==> config.mk <==
export PLATFORM = sky130hd
export DESIGN_NAME = regfile_alu_pipe
export DESIGN_NICKNAME = d
export VERILOG_FILES = /design/src/rtl/regfile_alu_pipe.sv
export SDC_FILE = /design/constraint.sdc
export NUM_CORES = 2
export LEC_CHECK = 0
export CORE_UTILIZATION = 48
export CTS_CLUSTER_SIZE = 14
export DETAILED_ROUTE_END_ITERATION = 8
export PLACE_DENSITY = 0.74
export SYNTH_ARGS = -nofsm -noshare
export SYNTH_HDL_FRONTEND = slang
export SYNTH_SLANG_ARGS = --single-unit
==> constraint.sdc <==
create_clock -name clock -period 21.5 [get_ports clock]
set_clock_uncertainty 0.05 [all_clocks]
set_input_delay 4.3 -clock clock [delete_from_list [all_inputs] [get_ports clock]]
set_output_delay 4.3 -clock clock [all_outputs]
set_load 0.02 [all_outputs]
==> src/rtl/regfile_alu_pipe.sv <==
// Two-stage register file + ALU: stage D decodes and reads operands (with forwarding),
// stage E executes ADD/SUB/AND/OR, writes back and registers the result and Z/N/C/V flags.
module regfile_alu_pipe #(
   parameter int DATA_W = 32,
   parameter int AW     = 4,
   localparam int IW    = 2 + 3 * AW
) (
   input  logic              clock,
   input  logic              reset,
   input  logic              instr_valid,
   input  logic [IW-1:0]     instruction,
   input  logic              write_en,
   input  logic              ld_en,
   input  logic [AW-1:0]     ld_addr,
   input  logic [DATA_W-1:0] ld_data,
   output logic [DATA_W-1:0] result,
   output logic              result_valid,
   output logic              Z,
   output logic              N,
   output logic              C,
   output logic              V
);

   localparam int NREGS = 2 ** AW;

   logic [DATA_W-1:0] regs [NREGS];

   logic [1:0]        op;
   logic [AW-1:0]     waddr, raddr1, raddr2;

   logic              de_valid;
   logic [1:0]        de_op;
   logic [AW-1:0]     de_waddr;
   logic              de_we;
   logic [DATA_W-1:0] de_a, de_b;

   logic [DATA_W-1:0] alu_r;
   logic              alu_c, alu_v;
   logic [DATA_W:0]   sum, diff;
   logic              wb, fwd1, fwd2;

   assign op     = instruction[IW-1 -: 2];
   assign waddr  = instruction[3*AW-1 -: AW];
   assign raddr1 = instruction[2*AW-1 -: AW];
   assign raddr2 = instruction[AW-1:0];

   always_comb begin
      alu_r = '0;
      alu_c = 1'b0;
      alu_v = 1'b0;
      sum   = {1'b0, de_a} + {1'b0, de_b};
      diff  = {1'b0, de_a} - {1'b0, de_b};
      unique case (de_op)
         2'b00: begin
            alu_r = sum[DATA_W-1:0];
            alu_c = sum[DATA_W];
            alu_v = (de_a[DATA_W-1] == de_b[DATA_W-1]) && (alu_r[DATA_W-1] != de_a[DATA_W-1]);
         end
         2'b01: begin
            alu_r = diff[DATA_W-1:0];
            // Borrow out of the extended subtract; C means "no borrow".
            alu_c = ~diff[DATA_W];
            alu_v = (de_a[DATA_W-1] != de_b[DATA_W-1]) && (alu_r[DATA_W-1] != de_a[DATA_W-1]);
         end
         2'b10: alu_r = de_a & de_b;
         2'b11: alu_r = de_a | de_b;
      endcase
   end

   assign wb   = de_valid && de_we;
   assign fwd1 = wb && (de_waddr == raddr1);
   assign fwd2 = wb && (de_waddr == raddr2);

   always_ff @(posedge clock or posedge reset) begin
      if (reset) begin
         for (int i = 0; i < NREGS; i++) regs[i] <= '0;
         de_valid     <= 1'b0;
         de_op        <= '0;
         de_waddr     <= '0;
         de_we        <= 1'b0;
         de_a         <= '0;
         de_b         <= '0;
         result       <= '0;
         result_valid <= 1'b0;
         Z            <= 1'b0;
         N            <= 1'b0;
         C            <= 1'b0;
         V            <= 1'b0;
      end else begin
         de_valid <= instr_valid;
         if (instr_valid) begin
            de_op    <= op;
            de_waddr <= waddr;
            de_we    <= write_en;
            de_a     <= fwd1 ? alu_r : regs[raddr1];
            de_b     <= fwd2 ? alu_r : regs[raddr2];
         end
         result_valid <= de_valid;
         if (de_valid) begin
            result <= alu_r;
            Z      <= (alu_r == '0);
            N      <= alu_r[DATA_W-1];
            C      <= alu_c;
            V      <= alu_v;
         end
         // Writeback has priority over a host preload to the same register.
         for (int i = 0; i < NREGS; i++) begin
            if (wb && (de_waddr == AW'(i))) regs[i] <= alu_r;
            else if (ld_en && (ld_addr == AW'(i))) regs[i] <= ld_data;
         end
      end
   end

endmodule

==> flow_summary_export.csv <==
group,metric,value,unit
route,routedWlPerCell,27.8,microns
power_and_ir_drop,switching_share,0.415,
setup_path,slowest_delay,0.85,ns
power_and_ir_drop,internal-power,3.79,mW
floorplanning,die-area,0.0875,sq mm
route,drc,0,
clocking,numCtsBuffers,70,
synth,synth_cells,3991,
power_and_ir_drop,max-vdd-ir-drop,0.0000714,V
sta,slew_headroom,0.179,
route,drt_iter0_drc,4397,
power_and_ir_drop,total_power,6.48,mW
setup_path,rrSetupSlack,16.04,ns
min_path,worstHoldEndpoint,"V",
synth,syn_area,0.0414,sq mm
setup_path,r2r-start,"de_a[8]",
synth,ys_seq_elements,620,
setup_path,critical-path-top-delay-family,"buffers and inverters",
power_and_ir_drop,p_leak,18.4,nW
synth,ys_types,89,
finish,final_util,0.532,
placed_design,numPortBuffers,91,
min_path,min_from,"V",
floorplanning,die_w,296,microns
sta,setup_tns,0,ns
sta,worst_hold_slack,0.456,ns
min_path,whs_path_depth,1,
grt,grt_pass1_vias,33000,
synth,syn_area_per_cell,10.4,sq um
clocking,clk_pin_slew,0.06,ns
clocking,cts_tree,"done",
setup_path,crit_required,22.00,ns
grt,grt_use_total,0.322,
route,via_per_inst,6.74,
power_and_ir_drop,pwr_density_cell,143,mW/mm^2
setup_path,start_kind,"input port",
setup_path,critical_path.cell_chain,"clkdlybuf4s50_1 -> clkinvlp_4 -> buf_4 -> buf_4 -> buf_4 -> buf_4",
sta,finalSetupViolCount,0,
sta,period_share,0.348,
route,vias,33800,
route,ant_nets,0,
setup_path,worst-path-buf-inv,6,
setup_path,r2r_end,"Z",
placed_design,dpl.cell_count,4889,
sta,tightest_slew,1.23,ns
synth,synthFlopType,"dfrtp_1",
synth,ys_seq_area_frac,0.374,
power_and_ir_drop,comb_power_share,0.471,
finish,area_growth,9.57,%
flow_run,max-cap-violations,0,
synth,ys_warn_count,0,
finish,final_cell_area,0.0454,sq mm
clocking,cts_root_buf,"clkbuf_16",
floorplanning,start_util,0.486,
finish,drive_gt1_frac,0.172,
clocking,cts_resized,0,
sta,fmax,0.134,GHz
grt,overflow,0,
clocking,clk_path_buf_depth,3,
floorplanning,pin_count,92,
setup_path,path_class,"in2async",
setup_path,crit_top_cell,"buf_4",
route,dr.pass1.iters,6,
floorplanning,chipHeight,296,microns
grt,antenna_found_initial,3,
power_and_ir_drop,switchingPower,2.69,mW
synth,synth_edf_count,0,
clocking,clock_sinks,620,
sta,layout_min_cycle_time,7.48,ns
sta,rsz0062_at_grt,"false",
min_path,min_path_type,"reg2reg",
clocking,cts_setup_buffers,0,
sta,layout_setup_ws,14.02,ns
sta,drv_slew,0,
placed_design,dpl.hpwl,78500,microns
grt,grt_pass1_wl,211000,microns
power_and_ir_drop,seqPwrFrac,0.331,
finish,nets,3978,
placed_design,postPlaceCellArea,0.0430,sq mm
clocking,h-tree-depth,3,
placed_design,place.gp.congestion,1.03,
placed_design,dpl_worst_slack,13.26,ns
route,wirelength,140000,microns
setup_path,critical_path.slowest_cell,"buf_4",
grt,grt_max_degree,170,
clocking,clock_latency,0.64,ns
floorplanning,core,0.0853,sq mm
setup_path,end_kind,"asynchronous set/reset pin",
synth,async_reset_ff_frac,1.00,
power_and_ir_drop,clkPwrFrac,0.199,
setup_path,crit_fanout,74,
floorplanning,rows,107,
synth,synth_fp_nets,4152,
setup_path,arrival,7.99,ns
finish,instances_no_fill,5020,
setup_path,r2r_cells,13,
clocking,hold_buffers,0,
sta,hold_violations,0,
outcome,status,"finished clean",
==> synthesized netlist by cell type (35+ instances only) <==
cell type | n | area share
nor2_1 | 275 | 0.025
buf_2 | 35 | 0.0042
a21oi_1 | 339 | 0.041
o21ai_0 | 351 | 0.042
nor2b_1 | 84 | 0.013
mux2i_1 | 459 | 0.11
inv_1 | 106 | 0.0096
mux2_2 | 74 | 0.020
buf_1 | 92 | 0.0083
ha_1 | 104 | 0.031
dfrtp_1 | 620 | 0.37
clkbuf_1 | 269 | 0.024
a211oi_1 | 90 | 0.016
mux4_2 | 322 | 0.17
nand2_1 | 383 | 0.035
==> cells by family (layout without fill, tap and decap cells) <==
| logic type | Yosys count | in the layout | share of synthesized area |
|---|---|---|---|
| AO/OA/AOI/OAI | 986 | 986 | 0.140 |
| XOR/XNOR | 21 | 21 | 0.00444 |
| adder cells (fa/ha/maj) | 106 | 106 | 0.0324 |
| buffers and inverters | 514 | 396 | 0.0486 |
| flip-flops | 620 | 620 | 0.374 |
| multiplexers | 855 | 855 | 0.306 |
| other | 0 | 3 | 0 |
| AND/OR/NAND/NOR | 889 | 889 | 0.0944 |
==> placed cells by master (no fill, tap or decap), types with 83 or more instances in the layout <==
master    netlist  final
nor2b_1        84     83
nor2_1        275    257
dfrtp_1       620    617
a21oi_1       339    337
a211oi_1       90     89
o21ai_0       351    349
inv_1         106    105
mux4_2        322    322
mux2i_1       459    456
nand2_1       383    381
ha_1          104    104
==> power groups by stage <==
| stage | clock network, mW | registers [mW] | logic [mW] |
|---|---|---|---|
| detailed placement | 0 | 2.13 | 2.98 |
| CTS | 1.29 | 2.12 | 2.99 |
| finish | 1.29 | 2.14 | 3.05 |
| global route | 1.34 | 2.20 | 3.28 |
| global placement | 0 | 2.10 | 2.91 |
| floorplan | 0 | 2.01 | 2.23 |
==> registers in the layout (all words and copies together), names as in the netlist <==
| register | count |
|---|---|
| de_waddr | 4 |
| de_b | 32 |
| de_op | 2 |
| result | 32 |
| de_we | 1 |
| C | 1 |
| de_valid | 1 |
| V | 1 |
| de_a | 32 |
| Z | 1 |
| result_valid | 1 |
| regs | 512 |
==> worst max path at each step <==
| stage | start | endpoint | slack, ns | depth (start not counted) |
|---|---|---|---|---|
| after global routing | reset | de_valid | 13.53 | 6 |
| final | reset | de_valid | 14.02 | 6 |
| after detailed placement | reset | de_valid | 13.26 | 6 |
| after CTS | reset | de_valid | 13.92 | 6 |
| after global placement | reset | de_valid | 13.27 | 6 |
| after floorplan | reset | C | 8.69 | 1 |
==> metal layers <==
layer	up-vias	part of all wire	GRT usage
li1	14300	-	-
met2	2132	0.45	0.491
met3	534	0.11	0.0728
met1	16900	0.38	0.428
met5	-	0.00017	0
met4	4	0.063	0.178
==> final cells by class <==
class / count / area (sq um)
fillers: 7215 / 39900
multi-input cells: 2857 / 24200
flip-flops and latches: 620 / 15500
clock buffers: 102 / 2110
repair buffers: 161 / 1440
well taps: 1144 / 1430
inverters: 107 / 405
clock inverters: 26 / 327
diodes: 3 / 7.51
Power figures use the tool's default switching activity.
